--- config.mk ---
export PLATFORM = sky130hd
export DESIGN_NAME = sva_stim_player
export DESIGN_NICKNAME = d
export VERILOG_FILES = /design/src/rtl/sva_stim_pkg.sv /design/src/rtl/sva_vec_mem.sv /design/src/rtl/sva_stim_player.sv
export SDC_FILE = /design/constraint.sdc
export NUM_CORES = 1
export LEC_CHECK = 0
export ABC_AREA = 0
export ABC_CLOCK_PERIOD_IN_PS = 4900
export BUFFER_PORTS_ARGS = -buffer_cell sky130_fd_sc_hd__buf_2
export CORE_MARGIN = 2
export CORE_UTILIZATION = 45
export DETAILED_ROUTE_END_ITERATION = 7
export PLACE_DENSITY_LB_ADDON = 0.05
export SETUP_SLACK_MARGIN = 0.02
export SLEW_MARGIN = 20
export SYNTH_ARGS = -nofsm -noshare
export SYNTH_HDL_FRONTEND = slang
export SYNTH_SLANG_ARGS = --single-unit
--- constraint.sdc ---
create_clock -name sys_clk -period 4.9 [get_ports sys_clk]
set_input_delay 0.98 -clock sys_clk [delete_from_list [all_inputs] [get_ports sys_clk]]
set_output_delay 0.98 -clock sys_clk [all_outputs]
set_load 0.02 [all_outputs]
--- src/rtl/sva_stim_pkg.sv ---
// Shared types for the SVA stimulus player: verdict codes, FSM states and the
// stored vector format.
package sva_stim_pkg;

  typedef enum logic [1:0] {
    NONE = 2'd0,
    SUCC = 2'd1,
    FAIL = 2'd2,
    LAZY = 2'd3
  } exp_code_t;

  typedef enum logic [1:0] {
    IDLE,
    PRERST,
    RUN,
    FINISH
  } player_state_t;

  typedef struct packed {
    logic      a;
    exp_code_t exp;
  } vec_t;

  localparam logic [15:0] CNT_MAX = 16'hFFFF;

  // A failing verdict outranks a success, which outranks a lazy success.
  function automatic exp_code_t observed_code(input logic succ,
                                              input logic fail,
                                              input logic lazy_succ);
    if (fail)           return FAIL;
    else if (succ)      return SUCC;
    else if (lazy_succ) return LAZY;
    else                return NONE;
  endfunction

endpackage

--- src/rtl/sva_vec_mem.sv ---
// Vector store for the stimulus player: one {a, expected verdict} entry per
// user-clock period, synchronous write and combinational read.
module sva_vec_mem
  import sva_stim_pkg::*;
#(
  parameter  int DEPTH  = 16,
  localparam int ADDR_W = $clog2(DEPTH)
) (
  input  logic              sys_clk,
  input  logic              wr_en,
  input  logic [ADDR_W-1:0] wr_addr,
  input  vec_t              wr_data,
  input  logic [ADDR_W-1:0] rd_addr,
  output vec_t              rd_data
);

  vec_t mem [DEPTH];

  always_ff @(posedge sys_clk) begin
    if (wr_en) mem[wr_addr] <= wr_data;
  end

  assign rd_data = mem[rd_addr];

endmodule

--- src/rtl/sva_stim_player.sv ---
// Drives gclk/grst/a into a single-signal SVA checker from a programmed vector
// list and scores the checker's verdicts against per-vector expectations.
module sva_stim_player
  import sva_stim_pkg::*;
#(
  parameter  int DEPTH  = 16,
  parameter  int DIV    = 4,
  localparam int ADDR_W = $clog2(DEPTH)
) (
  input  logic              sys_clk,
  input  logic              sys_rst_n,
  input  logic              wr_en,
  input  logic [ADDR_W-1:0] wr_addr,
  input  logic              wr_a,
  input  logic [1:0]        wr_exp,
  input  logic              start,
  input  logic [ADDR_W:0]   len,
  input  logic              succ,
  input  logic              fail,
  input  logic              lazy_succ,
  output logic              gclk,
  output logic              grst,
  output logic              a,
  output logic              busy,
  output logic              done,
  output logic [15:0]       pass_cnt,
  output logic [15:0]       err_cnt,
  output logic              mismatch
);

  localparam int              PH_W    = $clog2(2 * DIV);
  localparam logic [PH_W-1:0] PH_LAST = PH_W'(2 * DIV - 1);
  localparam logic [PH_W-1:0] PH_FALL = PH_W'(DIV);
  localparam logic [ADDR_W:0] LEN_MAX = (ADDR_W + 1)'(DEPTH);

  player_state_t     state;
  logic [PH_W-1:0]   phase;
  logic              prst_prd;
  logic [ADDR_W:0]   k;
  logic [ADDR_W:0]   len_q;

  logic [PH_W-1:0]   phase_nxt;
  logic              period_end;
  logic              fall_next;
  logic              gclk_nxt;
  logic [ADDR_W:0]   k_next;
  logic              last_vec;
  logic              load_next;
  logic [ADDR_W:0]   len_clamped;
  logic [ADDR_W-1:0] rd_addr;
  vec_t              rd_data;
  vec_t              mem_wr_data;
  exp_code_t         obs;
  logic              cmp_en;
  logic              cmp_hit;

  assign mem_wr_data = '{a: wr_a, exp: exp_code_t'(wr_exp)};

  sva_vec_mem #(.DEPTH(DEPTH)) u_mem (
    .sys_clk (sys_clk),
    .wr_en   (wr_en && !busy),
    .wr_addr (wr_addr),
    .wr_data (mem_wr_data),
    .rd_addr (rd_addr),
    .rd_data (rd_data)
  );

  // The single read port serves the next vector's 'a' at the falling-edge
  // cycle and the current vector's expectation at the sampling cycle.
  always_comb begin
    period_end  = (phase == PH_LAST);
    phase_nxt   = period_end ? '0 : phase + PH_W'(1);
    fall_next   = (phase_nxt == PH_FALL);
    gclk_nxt    = (phase_nxt < PH_FALL);
    k_next      = (state == PRERST) ? '0 : k + (ADDR_W + 1)'(1);
    last_vec    = (k == len_q - (ADDR_W + 1)'(1));
    load_next   = (state == PRERST) ? (prst_prd && len_q != '0) : (k_next < len_q);
    len_clamped = (len > LEN_MAX) ? LEN_MAX : len;
    rd_addr     = period_end ? k[ADDR_W-1:0] : k_next[ADDR_W-1:0];
    obs         = observed_code(succ, fail, lazy_succ);
    cmp_en      = (state == RUN) && period_end && (rd_data.exp != NONE);
    cmp_hit     = (obs == rd_data.exp);
  end

  always_ff @(posedge sys_clk or negedge sys_rst_n) begin
    if (!sys_rst_n) begin
      state    <= IDLE;
      phase    <= '0;
      prst_prd <= 1'b0;
      k        <= '0;
      len_q    <= '0;
      gclk     <= 1'b0;
      grst     <= 1'b1;
      a        <= 1'b0;
      busy     <= 1'b0;
      done     <= 1'b0;
      pass_cnt <= '0;
      err_cnt  <= '0;
      mismatch <= 1'b0;
    end else begin
      done <= 1'b0;
      case (state)
        IDLE: begin
          if (start) begin
            state    <= PRERST;
            phase    <= '0;
            prst_prd <= 1'b0;
            k        <= '0;
            len_q    <= len_clamped;
            gclk     <= 1'b1;
            grst     <= 1'b1;
            a        <= 1'b0;
            busy     <= 1'b1;
            pass_cnt <= '0;
            err_cnt  <= '0;
            mismatch <= 1'b0;
          end
        end
        PRERST: begin
          phase <= phase_nxt;
          gclk  <= gclk_nxt;
          // Release the checker half a period before the first scored edge.
          if (fall_next && load_next) begin
            grst <= 1'b0;
            a    <= rd_data.a;
          end
          if (period_end) begin
            if (!prst_prd) begin
              prst_prd <= 1'b1;
            end else if (len_q != '0) begin
              state <= RUN;
            end else begin
              state <= FINISH;
              done  <= 1'b1;
              gclk  <= 1'b0;
            end
          end
        end
        RUN: begin
          phase <= phase_nxt;
          gclk  <= gclk_nxt;
          if (fall_next && load_next) a <= rd_data.a;
          if (cmp_en) begin
            if (cmp_hit) begin
              if (pass_cnt != CNT_MAX) pass_cnt <= pass_cnt + 16'd1;
            end else begin
              if (err_cnt != CNT_MAX) err_cnt <= err_cnt + 16'd1;
              mismatch <= 1'b1;
            end
          end
          if (period_end) begin
            if (last_vec) begin
              state <= FINISH;
              done  <= 1'b1;
              gclk  <= 1'b0;
              grst  <= 1'b1;
              a     <= 1'b0;
            end else begin
              k <= k + (ADDR_W + 1)'(1);
            end
          end
        end
        FINISH: begin
          state <= IDLE;
          busy  <= 1'b0;
          gclk  <= 1'b0;
          grst  <= 1'b1;
          a     <= 1'b0;
        end
        default: state <= IDLE;
      endcase
    end
  end

endmodule
* Yosys cells after proc, flatten, opt, wreduce, memory -nomap -nowiden
Memories as Yosys holds them, arrays and structs flattened.
Cells that the tools add are included.
** Cells by class
- Add/subtract/negate cells :: 5
- $lt $le $gt $ge :: 3
- Eq/ne operators :: 21
- Multiplexer cells :: 60
- Reduce and logical (&&, ||, !) cells :: 24
** Operators by type and width (count)
- $mux W16 :: 7
- $pmux W16 S2 :: 2
- $add A16 B1 Y16 const B :: 2
- $ne A16 B16 Y1 const B :: 2
- $mux W1 :: 25
- $mux W5 :: 5
- $ne A2 B2 Y1 const B :: 9
- $mux W2 :: 8
- $reduce_and A5 Y1 :: 3
- $pmux W1 S4 :: 3
- $reduce_and A4 Y1 :: 3
- $pmux W5 S2 :: 1
- $reduce_bool A2 Y1 :: 5
- $pmux W1 S2 :: 4
- $pmux W2 S4 :: 1
- $eq A3 B3 Y1 const B :: 2
- $mux W3 :: 2
- $ne A2 B1 Y1 const B :: 3
- $pmux W3 S2 :: 1
- $reduce_and A2 Y1 :: 3
- $add A5 B1 Y5 const B :: 1
- $eq A5 B5 Y1 :: 1
- $gt A5 B5 Y1 const B :: 1
- $logic_and A1 B1 Y1 :: 5
- other kinds (13) :: 14
** Storage, ports and cells
- Bits in registers :: 54
- Bits in writable memories :: 48
- Output and inout port bits :: 38
- Word-level logic and storage cells :: 127
- Memories :: 1
** Memories
- u_mem.mem :: words 16, bits a word 3, rd ports 1, clocked after Yosys merged registers in 0, write ports 1, line sva_vec_mem.sv:17 : vec_t mem [DEPTH];

* Longest topological paths before layout
- Word-level depth :: 9
- Gate-level depth with buffers :: 17
- Gate-level depth less buffers :: 13

* Hierarchy
From an unflattened synthesis, not the netlist that was laid out.
** Second synthesis, totals
- Cells, all modules :: 454
- Area, all modules :: 5206.2 um^2
** Modules (own cells, without submodules)
- sva_stim_player :: times used 1, cells each 354, area an instance 3254.4 um^2, sequential area each 1352.5 um^2
- sva_vec_mem :: times used 1, cells each 100, area an instance 1951.9 um^2, sequential area each 1441.4 um^2

* Worst setup path after synthesis
OpenSTA, ideal clock, no wires.
- Path type :: flip-flop to flip-flop
- Start point :: register phase[0]
- End point :: register pass_cnt[13]
- Setup time :: 126 ps
- Arrival time :: 3379 ps
- Required time :: 4774 ps
- Setup slack :: 1395 ps
- Stages on the path, launching flop included :: 15
- Buffers on the path :: 2
- Period minus slack after synthesis :: 3505 ps
- Cell sequence :: dfrtp_1 > ha_1 > ha_1 > buf_6 > or3_1 > buf_6 > nand2_4 > o22ai_1 > a311o_2 > a211oi_2 > a211oi_2 > a2111oi_2 > nor2_1 > o311a_1 > a221o_1
** On the way
- Cells in the longest elaborated chain, start to end :: 7
- Elaborated cells between the ends (all ways) :: 10
- Classes of those cells :: eq/ne: 4; mux: 1; reduce/logical: 4; memory: 1
** Ends and longest elaborated chain
- start: declaration :: line sva_stim_player.sv:37 : logic [PH_W-1:0] phase;
- start signal: assignment :: line sva_stim_player.sv:120 : phase <= phase_nxt;
- start signal: assignment :: line sva_stim_player.sv:140 : phase <= phase_nxt;
- $eq A3 B3 Y1 * :: line sva_stim_player.sv:71 : period_end = (phase == PH_LAST);
- $mux W4 :: line sva_stim_player.sv:79 : rd_addr = period_end ? k[ADDR_W-1:0] : k_next[ADDR_W-1:0];
- $mem_v2 Z16 W3
- $reduce_bool A2 Y1 :: line sva_stim_player.sv:81 : cmp_en = (state == RUN) && period_end && (rd_data.exp != NONE);
- $logic_and A1 B1 Y1 :: line sva_stim_player.sv:81
- $ne A2 B2 Y1 (no line)
- $reduce_and A5 Y1 (no line) *
- end signal: assignment :: line sva_stim_player.sv:145 : if (pass_cnt != CNT_MAX) pass_cnt <= pass_cnt + 16'd1;
- end: declaration :: line sva_stim_player.sv:26 : output logic [15:0] pass_cnt,
Every way passes the cells marked *; elsewhere a longest branch is shown, timed or not.
A chain may end at the register's enable or synchronous reset.

* Worst setup path after layout
- Start point :: register phase[0]
- End point :: register err_cnt[5]
** On the way
- Cells in the longest elaborated chain, start to end :: 7
- Elaborated cells between the ends (all ways) :: 10
- Classes of those cells :: eq/ne: 4; mux: 1; reduce/logical: 4; memory: 1
** Ends and longest elaborated chain
- $eq A3 B3 Y1 * :: line sva_stim_player.sv:71
- $mux W4 :: line sva_stim_player.sv:79
- $mem_v2 Z16 W3
- $reduce_bool A2 Y1 :: line sva_stim_player.sv:81
- $logic_and A1 B1 Y1 :: line sva_stim_player.sv:81
- $ne A2 B2 Y1 (no line)
- $reduce_and A5 Y1 (no line) *
- end signal: assignment :: line sva_stim_player.sv:147 : if (err_cnt != CNT_MAX) err_cnt <= err_cnt + 16'd1;
- end: declaration :: line sva_stim_player.sv:27 : output logic [15:0] err_cnt,
Marked as above.

==> flow_summary.toml <==
[detailed_routing]
post_drt_via_cell_ratio = 5.96
drt_pre_antenna_iters = 5
route.detailed.drc = 0
wl_per_cell_um = 18.0
drt-total-wl_um = 14900
drtIter0Drc = 506
via_count = 4938
drt.antenna.violating_nets = 0

[die]
fp.coreArea_um2 = 13100
die-area_um2 = 14200
die_h_um = 119
die_w_um = 119
io-pin-count = 57
site_row_count = 42
initial_utilization = 0.456

[clocking]
postCtsSetupRepairBufs = 0
cts-root-buf = "sky130_fd_sc_hd__clkbuf_16"
htree_num_levels = 3
clk_latency_ns = 0.36
cts-buffers-inserted = 9
cts.hold.buffers_added = 0
cts.reportedPaths.clkPinSlew_ns = 0.08
cts_tree = "built"
cts_buffer_depth = 2
clkSinkCount = 102
post_cts_resized = 0

[timing]
slew_viol_final = 0
timing.final.crit_period_ns = 4.41
clock.fmax_mhz = 227
finalCritPeriodShare = 0.900
finalClockSkew_ns = 0.0197
setup_repair_after_global_routing_missed_its_margin = "false"
fin_setup_tns_ns = 0
finalHoldViolCount = 0
final-setup-viol-count = 0
max-slew-margin-rel = 0.423
worst_slack_setup_final_ns = 0.489
worst_pin_slew_ns = 0.862
whs_ns = 0.498

[pwr]
cellInternalPower_mw = 1.30
cellLeakagePower_nw = 2.59
power_frac_clock = 0.422
power.switching_fraction = 0.253
finalPower_mw = 1.74
seq_power_share = 0.528
vdd_drop_max_mv = 0.189
power.switching_mw = 0.440
pwr-share-comb = 0.050
pwr_density_cell_nw_per_um2 = 261

[logic_synthesis]
synth_area_leader = "sky130_fd_sc_hd__edfxtp_1"
synth_seq_area_share = 0.468
yosys_cell_types = 76
synth_area_um2 = 5970
yosys.area.top_type_share = 0.241
asyncSetResetFlopFracSynth = 0.529
synth.ff_latch_count = 102
synth_enable_flop_cells = 48
postSynthNetCount = 640
dominantRegCellSynth = "sky130_fd_sc_hd__dfrtp_1"
postSynthAreaPerCell_um2 = 9.86
synthCells = 606
netlist_top_cells_area = "sky130_fd_sc_hd__edfxtp_1, sky130_fd_sc_hd__dfrtp_1, sky130_fd_sc_hd__nand2_1"
synth.yosys.warnings = 0

[min_path]
timing.hold.worst.class = "flop to flop"

[final_layout]
fin_nets = 681
final_area_um2 = 6660
synthToLayoutAreaGrowth_pct = 11.5
finish.utilization = 0.509
layout.cells.most_common_list = "sky130_fd_sc_hd__buf_2, sky130_fd_sc_hd__dfrtp_1, sky130_fd_sc_hd__nand2_1, sky130_fd_sc_hd__nor2_1, sky130_fd_sc_hd__edfxtp_1"
stdcell_count = 828
n_antenna_cell = 0
layout.cells.most_common = "sky130_fd_sc_hd__buf_2"
drive_gt1_frac = 0.163
num-fill-cells = 1194

[place]
detailedPlacementHpwl_um = 10700
detailedPlace.worstSlack_ns = 0.582
port_buffers = 56
numPlacedInstances = 812
gpl.final_weighted_congestion = 0.866
place_area_um2 = 6360

[setup_path]
worstPathMaxFanout = 23
critPathKind = "flop to flop"
worstPathArrival_ns = 4.64
endpoint_kind = "flop"
start_kind = "flop"
worstPathRequired_ns = 5.13

[global_route]
grt_max_degree = 39
grt_antenna_before_repair = 0
grt_remaining_overflow = 0
global_route.usage.total = 0.214
first_global_vias = 4558
first_pass_grt_wire_length_um = 24000

[outcome]
status = "complete, no violations"

[run]
max_cap_viol_count = 0
Yosys cell counts (7+ instances only):
cell type                   n
sky130_fd_sc_hd__nand2_1   51
sky130_fd_sc_hd__a211oi_1  17
sky130_fd_sc_hd__and3_1    14
sky130_fd_sc_hd__inv_1     19
sky130_fd_sc_hd__a311oi_1  10
sky130_fd_sc_hd__o211ai_1  12
sky130_fd_sc_hd__a21o_1    12
sky130_fd_sc_hd__clkbuf_1  18
sky130_fd_sc_hd__and2_1     7
sky130_fd_sc_hd__ha_1      15
sky130_fd_sc_hd__edfxtp_1  48
sky130_fd_sc_hd__nor2_1    51
sky130_fd_sc_hd__nor3_1    17
sky130_fd_sc_hd__a31oi_1   10
sky130_fd_sc_hd__o21ai_0   37
sky130_fd_sc_hd__buf_2      9
sky130_fd_sc_hd__nand3_1   26
sky130_fd_sc_hd__nand2b_1  16
sky130_fd_sc_hd__a21oi_1   36
sky130_fd_sc_hd__dfrtp_1   53
registers in the layout, summed over array words and instances (netlist names), 2 cells and up:
| signal | flops |
|---|---|
| err_cnt | 16 |
| state | 2 |
| pass_cnt | 16 |
| k | 5 |
| len_q | 5 |
| u_mem.mem | 48 |
| phase | 3 |
final timing paths:
path / from / endpoint / slack, ns / cells after the start
max: phase[0]$_DFFE_PN0P_ / err_cnt[5]$_DFFE_PN0P_ / 0.49 / 12
min: grst$_DFFE_PN1P_ / grst$_DFFE_PN1P_ / 0.50 / 2
max reg2reg: phase[0]$_DFFE_PN0P_ / err_cnt[5]$_DFFE_PN0P_ / 0.49 / 12
min reg2reg: grst$_DFFE_PN1P_ / grst$_DFFE_PN1P_ / 0.50 / 2
max in group asynchronous: sys_rst_n / pass_cnt[5]$_DFFE_PN0P_ / 3.50 / 2
min in group asynchronous: sys_rst_n / len_q[2]$_DFFE_PN0P_ / 0.52 / 1
worst max-delay path: stages, from the launching register on:
cell                        delay (ns)
sky130_fd_sc_hd__dfrtp_1          0.40
sky130_fd_sc_hd__ha_1             0.21
sky130_fd_sc_hd__ha_1             0.43
sky130_fd_sc_hd__or3_1            0.61
sky130_fd_sc_hd__nand3_1          0.15
sky130_fd_sc_hd__a311oi_1         0.10
sky130_fd_sc_hd__a311oi_1         0.58
sky130_fd_sc_hd__o2111a_1         0.27
sky130_fd_sc_hd__a211oi_2         0.05
sky130_fd_sc_hd__a2111oi_2        0.41
sky130_fd_sc_hd__or2_1            0.67
sky130_fd_sc_hd__nor4b_1          0.11
sky130_fd_sc_hd__a311o_1          0.29
per-layer routing:
metal	part of all wire	wire length, µm	track usage	up-vias
li1	-	-	-	2404
met1	0.49	7280	0.311	2387
met2	0.45	6700	0.326	130
met3	0.051	765	0.0398	17
met4	0.012	182	0.0640	0
met5	0	0	0	-
kinds of logic after synthesis:
family,count (synthesis),synth area share
compound gates,195,0.234
flops,102,0.468
buf+inv,55,0.0440
xor+xnor,7,0.0103
fa+ha+maj,15,0.0314
simple gates,226,0.193
mux,6,0.0189
cell type report:
cell class / instances / area (µm²) / share of cell area
multi-input combinational: 449 / 2920 / 0.438
sequential: 102 / 2790 / 0.420
timing repair buffer: 65 / 348 / 0.0522
clock buffer: 9 / 225 / 0.0338
tap: 176 / 220 / 0.0331
clock inverter: 7 / 77.6 / 0.0116
inverter: 20 / 75.1 / 0.0113
power by group through the flow:
stage	registers, mW	logic [mW]	clock network [mW]
after floorplan	0.947	0.0349	0
after global placement	0.937	0.0865	0
after detailed placement	0.938	0.0876	0
after CTS	0.919	0.0878	0.750
after global routing	0.921	0.0971	0.784
final	0.919	0.0863	0.735
Power figures use the tool's default switching activity.
